==> config.mk <==
export PLATFORM = sky130hd
export DESIGN_NAME = buffer_stream_reader
export DESIGN_NICKNAME = d
export VERILOG_FILES = /design/src/rtl/buffer_stream_reader.sv
export SDC_FILE = /design/constraint.sdc
export NUM_CORES = 1
export LEC_CHECK = 0
export ABC_AREA = 1
export CAP_MARGIN = 20
export CELL_PAD_IN_SITES_DETAIL_PLACEMENT = 1
export CELL_PAD_IN_SITES_GLOBAL_PLACEMENT = 1
export CORE_UTILIZATION = 30
export CTS_CLUSTER_DIAMETER = 60
export DETAILED_ROUTE_END_ITERATION = 8
export GPL_TIMING_DRIVEN = 0
export PLACE_DENSITY_LB_ADDON = 0.1
export SYNTH_ARGS = -nofsm -noshare
export SYNTH_HDL_FRONTEND = slang
export SYNTH_SLANG_ARGS = --single-unit
export TNS_END_PERCENT = 100
==> constraint.sdc <==
create_clock -name clk -period 2.3 [get_ports clk]
set_input_delay 0.46 -clock clk [delete_from_list [all_inputs] [get_ports clk]]
set_output_delay 0.46 -clock clk [all_outputs]
set_load 0.05 [all_outputs]
==> src/rtl/buffer_stream_reader.sv <==
// buffer_stream_reader
// Drains a linear byte range from one read port of the staging buffer into a
// valid/ready byte stream. Each address is held for two cycles because the
// buffer registers the row read but muxes the byte lane from the live address.
//
// state   | meaning
// --------+--------------------------------------------------------------
// S_IDLE  | no transfer; start sampled here, done pulses here
// S_FETCH | buf_addr = ptr, row read launched inside the buffer
// S_CAPT  | buf_rdata valid for ptr; load into stream slot when it is free
// S_DRAIN | last byte loaded, waiting for its handshake before done
module buffer_stream_reader #(
    parameter int ADDR_W = 14,
    parameter int LEN_W  = 15
) (
    input  logic              clk,
    input  logic              rst_n,
    input  logic              start,
    input  logic [ADDR_W-1:0] base_addr,
    input  logic [LEN_W-1:0]  length,
    output logic              busy,
    output logic              done,
    output logic [ADDR_W-1:0] buf_addr,
    output logic              buf_we,
    output logic [7:0]        buf_wdata,
    input  logic [7:0]        buf_rdata,
    output logic              m_valid,
    output logic [7:0]        m_data,
    input  logic              m_ready
);

    localparam logic [1:0] S_IDLE  = 2'd0;
    localparam logic [1:0] S_FETCH = 2'd1;
    localparam logic [1:0] S_CAPT  = 2'd2;
    localparam logic [1:0] S_DRAIN = 2'd3;

    logic [1:0]        state_q;
    logic [1:0]        state_d;
    logic [ADDR_W-1:0] ptr_q;
    logic [LEN_W-1:0]  rem_q;
    logic              m_valid_q;
    logic [7:0]        m_data_q;
    logic              done_q;

    logic handshake;
    logic slot_free;
    logic load;
    logic cmd_go;
    logic cmd_zero;
    logic last_byte;

    // Stream slot bookkeeping: a byte may be loaded in the same cycle the
    // previous one is accepted, so the slot counts as free on a handshake.
    assign handshake = m_valid_q && m_ready;
    assign slot_free = !m_valid_q || handshake;
    assign load      = (state_q == S_CAPT) && slot_free;
    assign last_byte = (rem_q <= LEN_W'(1));

    // A zero-length command completes without touching the buffer.
    assign cmd_go   = (state_q == S_IDLE) && start && (length != '0);
    assign cmd_zero = (state_q == S_IDLE) && start && (length == '0);

    // Next-state selection for the fetch/capture walk.
    always_comb begin
        state_d = state_q;
        case (state_q)
            S_IDLE: begin
                if (cmd_go) begin
                    state_d = S_FETCH;
                end
            end
            S_FETCH: begin
                state_d = S_CAPT;
            end
            S_CAPT: begin
                if (slot_free) begin
                    state_d = last_byte ? S_DRAIN : S_FETCH;
                end
            end
            S_DRAIN: begin
                if (handshake) begin
                    state_d = S_IDLE;
                end
            end
            default: begin
                state_d = S_IDLE;
            end
        endcase
    end

    // State register, address/length counters, stream slot and done pulse.
    always_ff @(posedge clk) begin
        if (!rst_n) begin
            state_q   <= S_IDLE;
            ptr_q     <= '0;
            rem_q     <= '0;
            m_valid_q <= 1'b0;
            m_data_q  <= 8'h00;
            done_q    <= 1'b0;
        end else begin
            state_q <= state_d;

            if (cmd_go) begin
                ptr_q <= base_addr;
                rem_q <= length;
            end else if (load) begin
                ptr_q <= ptr_q + ADDR_W'(1);
                rem_q <= rem_q - LEN_W'(1);
            end

            if (load) begin
                m_valid_q <= 1'b1;
                m_data_q  <= buf_rdata;
            end else if (handshake) begin
                m_valid_q <= 1'b0;
            end

            done_q <= cmd_zero || ((state_q == S_DRAIN) && handshake);
        end
    end

    // The buffer address follows the pointer directly; it already holds
    // across FETCH and CAPT and wraps naturally at the top of the port.
    assign buf_addr  = ptr_q;
    assign buf_we    = 1'b0;
    assign buf_wdata = 8'h00;

    assign busy    = (state_q != S_IDLE);
    assign done    = done_q;
    assign m_valid = m_valid_q;
    assign m_data  = m_data_q;

endmodule

==> results of run 1 <==
==> flip-flops by register name, summed over array words and instances (netlist names) <==
signal	flops
buf_addr	14
done	1
m_data	8
m_valid	1
rem_q	15
state_q	2
==> worst paths after layout <==
kind / startpoint / endpoint / slack (ps)
min reg2reg: m_data[1] / m_data[1] / 500
min: m_data[1] / m_data[1] / 500
max reg2reg: buf_addr[0] / buf_addr[8] / 620
max: state_q[1] / busy / 60
==> cell usage in the layout, fill, tap and decap left out <==
master	Yosys	layout
a21o_1	1	1
a21oi_1	15	15
a21oi_2	4	4
a21oi_4	1	1
buf_2	3	3
buf_4	11	11
buf_6	9	9
bufinv_16	0	2
clkbuf_1	4	4
clkbuf_8	0	5
clkdlybuf4s50_1	0	65
clkinv_1	1	1
conb_1	1	9
dfxtp_1	41	41
ha_1	3	3
inv_1	45	45
inv_2	2	2
inv_4	1	1
inv_6	0	1
nand2_1	107	107
nand2_2	3	3
nand3_1	89	89
nand3_2	3	3
nand3b_1	1	1
nand4_1	5	5
nor2_1	68	68
nor2_2	5	5
nor2_8	1	1
o21ai_0	13	13
o21bai_1	2	2
or2_0	1	1
or2_2	2	2
xnor2_1	1	1
xor2_1	3	3
==> layer usage <==
metal  track usage  vias up  part of all wire
met2         0.346       61              0.46
li1              -     1565                 -
met5             0        -                 0
met4        0.0408        0            0.0063
met1         0.266     1442              0.48
met3        0.0387        5             0.050
==> cell families (layout without fill, tap and decap cells) <==
group | count (synthesis) | count (layout)
compound gates | 36 | 36
xor+xnor | 4 | 4
fa+ha+maj | 3 | 3
buf+inv | 76 | 149
flops | 41 | 41
other cells | 1 | 9
simple gates | 285 | 285
==> cell usage after synthesis, types with 4 or more instances <==
| cell | instances | share of area |
|---|---|---|
| a21oi_1 | 15 | 0.027 |
| a21oi_2 | 4 | 0.013 |
| buf_4 | 11 | 0.030 |
| buf_6 | 9 | 0.037 |
| clkbuf_1 | 4 | 0.0054 |
| dfxtp_1 | 41 | 0.30 |
| inv_1 | 45 | 0.061 |
| nand2_1 | 107 | 0.14 |
| nand3_1 | 89 | 0.16 |
| nand4_1 | 5 | 0.011 |
| nor2_1 | 68 | 0.092 |
| nor2_2 | 5 | 0.011 |
| o21ai_0 | 13 | 0.023 |
==> cell type report <==
type | instances | area (um^2)
clock buffer | 5 | 68.8
clock inverter | 3 | 68.8
sequential | 41 | 821
multi-input combinational | 337 | 1580
tap | 108 | 135
fill | 1196 | 5120
buffer | 27 | 214
inverter | 49 | 186
timing repair buffer | 65 | 651
==> per-stage QoR <==
step	hold WS, ps	util	cells	power, uW
after floorplan	468	-	454	2800
after global placement	463	0.405	627	3470
after detailed placement	478	0.405	627	3540
after CTS	501	0.421	635	4290
after global routing	535	0.421	635	4600
final	496	0.421	635	4260
==> worst max-delay path: cells and delay by family (launching register included) <==
kind	cells	cell delay [ps]
AND/OR/NAND/NOR	1	80
flip-flops	1	460
buffers and inverters	2	920
==> power groups by stage <==
stage               logic [uW]  clock network, uW  registers, uW
floorplan                 1360                  0           1430
global placement          2330                  0           1130
detailed placement        2400                  0           1140
CTS                       2410                755           1130
global route              2650                780           1160
finish                    2390                743           1130
==> run_results.csv, run 1 <==
group,metric,value,unit
synthesis,syn_inst,446,
placement,placed_area,3590,um^2
setup_path,path_class,"flop to output port",
setup_path,r2r_cells,9,
synthesis,synth_top_family_by_area,"simple AND/OR/NAND/NOR gates",
sta,fin_ws,59.5,ps
clock_tree,cts_root_buf,"clkbuf_8",
routing,drt-pass1-iter-count,6,
clock_tree,cts_resized,0,
global_routing,grt_max_degree,15,
routing,totalWireLength,9380,um
setup_path,cpPeakStageDelay,810,ps
clock_tree,clk_path_buf_depth,2,
setup_path,cp.required,1840,ps
floorplan,ios,75,
synthesis,synth_area_per_cell,6.21,um^2
routing,vias,3073,
routing,ant_nets,0,
clock_tree,h-tree-depth,2,
synthesis,synth_simple_gate_area_frac,0.455,
routing,routed_via_density,4.84,
clock_tree,cts.sinks,41,
clock_tree,postCtsSetupRepairBufs,0,
clock_tree,cts_tree,"done",
floorplan,die_area,9630,um^2
global_routing,grt_antenna_before_repair,0,
synthesis,synth_seq_area_share,0.296,
global_routing,grt_pass1_vias,3085,
layout,n_antenna_cell,0,
power,seq_power_share,0.264,
power,power.switching,2090,uW
layout,final_area,3720,um^2
synthesis,synth_warnings,0,
sta,tightest_slew,564,ps
floorplan,fp.dieW,98.1,um
sta,setup_viol,0,
synthesis,syn_area,2770,um^2
routing,drtIter0Drc,112,
routing,drc,7,
layout,area_growth,34.4,%
setup_path,worstSetupStartpointType,"flop",
global_routing,grt_util_all_layers,0.203,
placement,place_ws,179,ps
sta,slew_headroom,0.624,
sta,hold_viol,0,
sta,min_period,2240,ps
power,peakVddDrop,0.507,mV
layout,layout-drive-gt1-share,0.101,
run,drv_cap,0,
sta,max_freq,446,MHz
floorplan,core,8850,um^2
power,p_comb_frac,0.561,
floorplan,placementRows,34,
power,p_sw_frac,0.490,
setup_path,arrival,1780,ps
power,p_int,2170,uW
placement,portBuffers,65,
clock_tree,clkLatencyLatePin,310,ps
floorplan,initial_core_util,0.313,
placement,dpl.hpwl,7190,um
routing,routedWlPerCell,14.8,um
layout,nNetsFinal,570,
synthesis,synth-compound-area-share,0.0772,
sta,tns,0,ps
synthesis,synth_flop_cell,"dfxtp_1",
run_status,violations,"DRC",
global_routing,grt_pass1_wl,15300,um
hold_path,hold_depth,2,
placement,gp_congestion,0.837,
hold_path,hold_path_class,"flop to flop",
sta,post-route-period-util,0.974,
setup_path,worstPathCellList,"nor2_2, inv_2, clkdlybuf4s50_1",
sta,rsz0062_at_grt,"false",
clock_tree,clk_pin_slew,100,ps
power,power.leakage,0.00169,uW
power,pwr-share-clk,0.174,
synthesis,async_flop_share,0,
run_status,status,"finished with violations",
sta,final_max_slew_viol_count,0,
floorplan,die_height,98.1,um
synthesis,synth_edf_count,0,
clock_tree,cts_made_buffers,5,
synthesis,synth_adder_area_share,0.0135,
setup_path,cp-end-kind,"output port",
sta,finClkSkew,6.62,ps
synthesis,ys_types,30,
power,p_per_area,1140,nW/um^2
global_routing,overflow,0,
setup_path,cp_max_fo,6,
clock_tree,hold_buffers,0,
setup_path,cp_slowest_cell,"clkdlybuf4s50_1",
synthesis,synth_xor_area_frac,0.0126,
synthesis,synth_seq_cells,41,
synthesis,synth.area.mux_share,0,
No activity file was read; power rests on OpenSTA's default activity.
==> run 2, diff against run 1 <==
Settings changed: MAX_ROUTING_LAYER set to met4.
==> run 2 against run 1 <==
The run still ends with DRC left. Worst setup slack got worse by 7.0 ps. Via count up 0.13%. Global-route usage up 0.62 points. Count of clock-buffer cells in the layout stayed put. Core utilization unchanged. Critical path depth unchanged. Register-to-register slack about the same. Sequential share of layout area did not move. First-iteration DRC count increased by 21%. Power barely moved. Worst hold slack is essentially flat. Critical endpoint unchanged. Largest power group unchanged. Highest routed layer unchanged.
==> run_results.csv, run 2 (synthesized netlist as in run 1, its figures left out) <==
group,metric,value,unit
routing,routedWlPerCell,14.7,um
routing,drtIter0Drc,136,
floorplan,ios,75,
sta,rsz0062_at_grt,"false",
floorplan,placementRows,34,
setup_path,cp_max_fo,6,
layout,nNetsFinal,570,
setup_path,cp.required,1840,ps
layout,largest_reg_flops,15,
routing,routed_via_density,4.85,
setup_path,path_class,"flop to output port",
global_routing,grt_pass1_vias,3092,
sta,finClkSkew,9.43,ps
setup_path,arrival,1790,ps
clock_tree,cts_resized,0,
layout,area_growth,34.4,%
run,drv_cap,0,
clock_tree,cts_made_buffers,5,
sta,tightest_slew,566,ps
setup_path,cp-end-kind,"output port",
sta,max_freq,445,MHz
layout,mostFrequentLayoutCells,"107 x nand2_1, 89 x nand3_1, 68 x nor2_1",
clock_tree,postCtsSetupRepairBufs,0,
floorplan,core,8850,um^2
setup_path,cp_slowest_cell,"clkdlybuf4s50_1",
routing,vias,3077,
clock_tree,clk_pin_slew,100,ps
global_routing,grt_antenna_before_repair,0,
layout,regMostFlops,"rem_q",
routing,totalWireLength,9360,um
sta,tns,0,ps
placement,portBuffers,65,
clock_tree,cts.sinks,41,
setup_path,cpPeakStageDelay,810,ps
setup_path,worstPathCellList,"nor2_2, inv_2, clkdlybuf4s50_1",
clock_tree,hold_buffers,0,
sta,min_period,2250,ps
clock_tree,clkLatencyLatePin,310,ps
placement,placed_area,3590,um^2
run_status,status,"finished with violations",
layout,final_area,3720,um^2
sta,final_max_slew_viol_count,0,
sta,slew_headroom,0.623,
floorplan,die_area,9630,um^2
sta,post-route-period-util,0.977,
placement,dpl.hpwl,7190,um
global_routing,grt_util_all_layers,0.209,
layout,final_common_cell,"nand2_1",
layout,layout-drive-gt1-share,0.101,
layout,fillCellCount,1196,
hold_path,hold_path_class,"flop to flop",
sta,fin_ws,52.5,ps
run_status,violations,"DRC",
global_routing,grt_max_degree,15,
clock_tree,cts_tree,"done",
global_routing,overflow,0,
placement,gp_congestion,0.850,
clock_tree,clk_path_buf_depth,2,
floorplan,die_height,98.1,um
placement,place_ws,179,ps
setup_path,critPathBufInv,2,
setup_path,worstSetupStartpointType,"flop",
setup_path,reg2reg_slack,630,ps
global_routing,grt_pass1_wl,15300,um
routing,ant_nets,0,
floorplan,initial_core_util,0.313,
routing,drc,7,
power,power.leakage,0.00169,uW
sta,hold_viol,0,
floorplan,fp.dieW,98.1,um
setup_path,cp_top_family,"buffers and inverters",
routing,drt-pass1-iter-count,7,
sta,setup_viol,0,
layout,n_antenna_cell,0,
power,peakVddDrop,0.507,mV
clock_tree,cts_root_buf,"clkbuf_8",
clock_tree,h-tree-depth,2,
power,p_per_area,1140,nW/um^2
-- run 2: cell counts in the layout (fill, tap and decap cells not counted) --
No cell type changed its count.
-- run 2: worst paths after layout --
check	start	to	cells past startpoint
max	state_q[1]	busy	3
min	m_data[1]	m_data[1]	2
max reg2reg	buf_addr[0]	buf_addr[8]	9
min reg2reg	m_data[1]	m_data[1]	2
-- run 2: routing by layer --
metal	track usage	share of wire	wire length, um	vias to the layer above
li1	-	-	-	1565
met1	0.270	0.48	4520	1432
met2	0.347	0.46	4340	75
met3	0.0308	0.047	439	5
met4	0.0408	0.0065	61	0
met5	-	0	0	-
-- run 2: layout make-up --
| class | count | area (um^2) | share of cell area |
|---|---|---|---|
| buffer | 27 | 214 | 0.0574 |
| clock buffer | 5 | 68.8 | 0.0185 |
| clock inverter | 3 | 68.8 | 0.0185 |
| inverter | 49 | 186 | 0.0501 |
| multi-input combinational | 337 | 1580 | 0.424 |
| sequential | 41 | 821 | 0.220 |
| tap | 108 | 135 | 0.0363 |
| timing repair buffer | 65 | 651 | 0.175 |
-- run 2: report_power, final --
part	switching [uW]	internal, uW	total, uW
combinational	1560	832	2390
clock	304	438	742
sequential	222	903	1130
total	2090	2170	4260
-- run 2: metrics by stage --
stage	hold WS, ps	instances	util	total power [uW]
6_report	496	635	0.421	4260
4_1_cts	501	635	0.421	4290
3_3_place_gp	463	627	0.405	3470
5_1_grt	535	635	0.421	4600
3_5_place_dp	478	627	0.405	3540
2_1_floorplan	468	454	-	2800
-- run 2: worst min-delay path, delay by kind of cell, from the launching register on --
| family | cells | cell delay, ps |
|---|---|---|
| simple gates | 2 | 140 |
| flops | 1 | 320 |
==> run 3, diff against run 2 <==
Settings changed: ABC_AREA 1 to unset.
==> run 3 against run 2 <==
The flow now finishes without violations. Register-to-register slack worse by 480 ps. Combinational power is 46% lower. Synthesized cell count is 38% lower. Via count is 21% lower. Largest power group unchanged.
==> run_results.csv, run 3 <==
group,metric,value,unit
layout,nNetsFinal,405,
power,power,2930,uW
global_routing,grt_max_degree,14,
synthesis,synth_seq_cells,41,
run,drv_cap,0,
power,pwr-share-clk,0.215,
placement,place_ws,-715,ps
floorplan,placementRows,31,
power,p_per_area,908,nW/um^2
setup_path,startpoint,"state_q[0]",
global_routing,grt_util_all_layers,0.216,
synthesis,syn_area,2220,um^2
sta,fin_ws,69.3,ps
clock_tree,cts_root_buf,"clkbuf_8",
synthesis,synth_top_area_share,0.369,
placement,gp_congestion,0.782,
synthesis,synth_area_per_cell,8.03,um^2
routing,drtIter0Drc,87,
setup_path,cp.required,1840,ps
layout,final_common_cell,"clkdlybuf4s50_1",
routing,routed_via_density,5.30,
power,p_int,1690,uW
setup_path,worstSetupStartpointType,"flop",
hold_path,hold_path_class,"flop to flop",
routing,totalWireLength,7580,um
synthesis,ys_types,51,
sta,tightest_slew,702,ps
clock_tree,hold_buffers,0,
clock_tree,cts_made_buffers,5,
clock_tree,h-tree-depth,2,
sta,tns,0,ps
setup_path,worstReg2RegStart,"rem_q[0]",
synthesis,async_flop_share,0,
synthesis,synth_flop_cell,"dfxtp_1",
layout,layout-drive-gt1-share,0.138,
sta,rsz0062_at_grt,"true",
synthesis,syn_inst,277,
floorplan,ios,75,
sta,final_max_slew_viol_count,0,
global_routing,overflow,0,
power,seq_power_share,0.340,
setup_path,arrival,1770,ps
sta,hold_viol,0,
power,p_sw_frac,0.422,
run_status,status,"finished clean",
synthesis,synth.most_common_cell,"dfxtp_1",
global_routing,grt_pass1_wl,12300,um
clock_tree,clk_path_buf_depth,2,
global_routing,grt_antenna_before_repair,0,
layout,area_growth,45.1,%
clock_tree,clkLatencyLatePin,310,ps
sta,min_period,2230,ps
floorplan,initial_core_util,0.308,
layout,mostFrequentLayoutCells,"65 x clkdlybuf4s50_1, 41 x dfxtp_1, 40 x nand2_1",
layout,final_util,0.447,
floorplan,die_area,7760,um^2
routing,vias,2442,
placement,dpl.hpwl,5380,um
synthesis,yosys.area.top_type,"dfxtp_1",
sta,post-route-period-util,0.970,
sta,slew_headroom,0.528,
setup_path,cp_max_fo,7,
layout,regMostFlops,"rem_q",
routing,drt-pass1-iter-count,4,
placement,dp.cells,449,
layout,largest_reg_flops,15,
sta,max_freq,448,MHz
routing,routedWlPerCell,16.4,um
clock_tree,clk_pin_slew,80,ps
hold_path,hold_start,"m_data[5]",
routing,drc,0,
floorplan,core,7210,um^2
sta,finClkSkew,10.1,ps
synthesis,yosys-top-cells-count,"41 x dfxtp_1, 40 x nand2_1, 37 x a21oi_1",
global_routing,grt_pass1_vias,2408,
sta,setup_viol,0,
power,power.leakage,0.00116,uW
synthesis,synth_edf_count,0,
clock_tree,cts_tree,"done",
clock_tree,cts.sinks,41,
routing,ant_nets,0,
setup_path,path_class,"flop to output port",
floorplan,die_height,88.1,um
synthesis,synth_warnings,0,
setup_path,cp-end-kind,"output port",
synthesis,synth_seq_area_share,0.369,
placement,portBuffers,65,
power,p_comb_frac,0.444,
layout,n_antenna_cell,0,
power,peakVddDrop,0.312,mV
floorplan,fp.dieW,88.1,um
power,power.switching,1240,uW
synthesis,synthTopCellsByArea,"dfxtp_1 37%, a21oi_1 8.3%, nand2_1 6.7%",
layout,fin_cells,461,
run 3: final timing paths:
path | endpoint | slack [ps] | cells after the start
min reg2reg | m_data[5] | 460 | 2
max reg2reg | rem_q[14] | 150 | 7
max | busy | 70 | 3
min | m_data[5] | 460 | 2
run 3: cells by family after synthesis:
group	count (synthesis)	share of synthesized area
adder cells (fa/ha/maj)	3	0.0169
flip-flops	41	0.369
XOR/XNOR	1	0.00394
AND/OR/NAND/NOR	117	0.276
multiplexers	1	0.00506
AO/OA/AOI/OAI	85	0.253
other	1	0.00169
buffers and inverters	28	0.0754
run 3: repair_timing:
item | CTS | global route
pin swaps | 1 | 2
endpoints found under the setup margin | 25 | 21
gates resized for setup | 3 | 11
buffers inserted | 2 | 2
run 3: critical path: stages (launching register included):
cell and delay [ps]:
dfxtp_1 480, nor2_1 130, inv_1 70, clkdlybuf4s50_1 790
run 3: layer usage:
metal | track usage | part of all wire | vias to the layer above
met2 | 0.360 | 0.49 | 50
met1 | 0.269 | 0.46 | 1202
li1 | - | - | 1183
met4 | 0.0777 | 0.013 | 0
met3 | 0.0264 | 0.035 | 7
met5 | - | 0 | -
run 3: final cells by class:
| class | count | area [um^2] |
|---|---|---|
| fillers | 904 | 3990 |
| multi-input cells | 216 | 1310 |
| flip-flops and latches | 41 | 821 |
| repair buffers | 69 | 681 |
| plain buffers | 22 | 151 |
| well taps | 99 | 124 |
| clock buffers | 6 | 82.6 |
| clock inverters | 2 | 37.5 |
| inverters | 6 | 22.5 |
run 3: stage by stage:
stage                     hold WS, ps  instance area [um^2]
after floorplan                   457                  2250
after global placement            444                  3030
after detailed placement          448                  3030
after CTS                         461                  3180
after global routing              488                  3230
final                             457                  3230
run 3: power groups by stage:
stage	Clock (uW)	Sequential [uW]	Combinational [uW]
after floorplan	0	1170	681
after global placement	0	1000	1260
after detailed placement	0	1010	1280
after CTS	654	991	1290
after global routing	666	1020	1420
final	631	997	1300
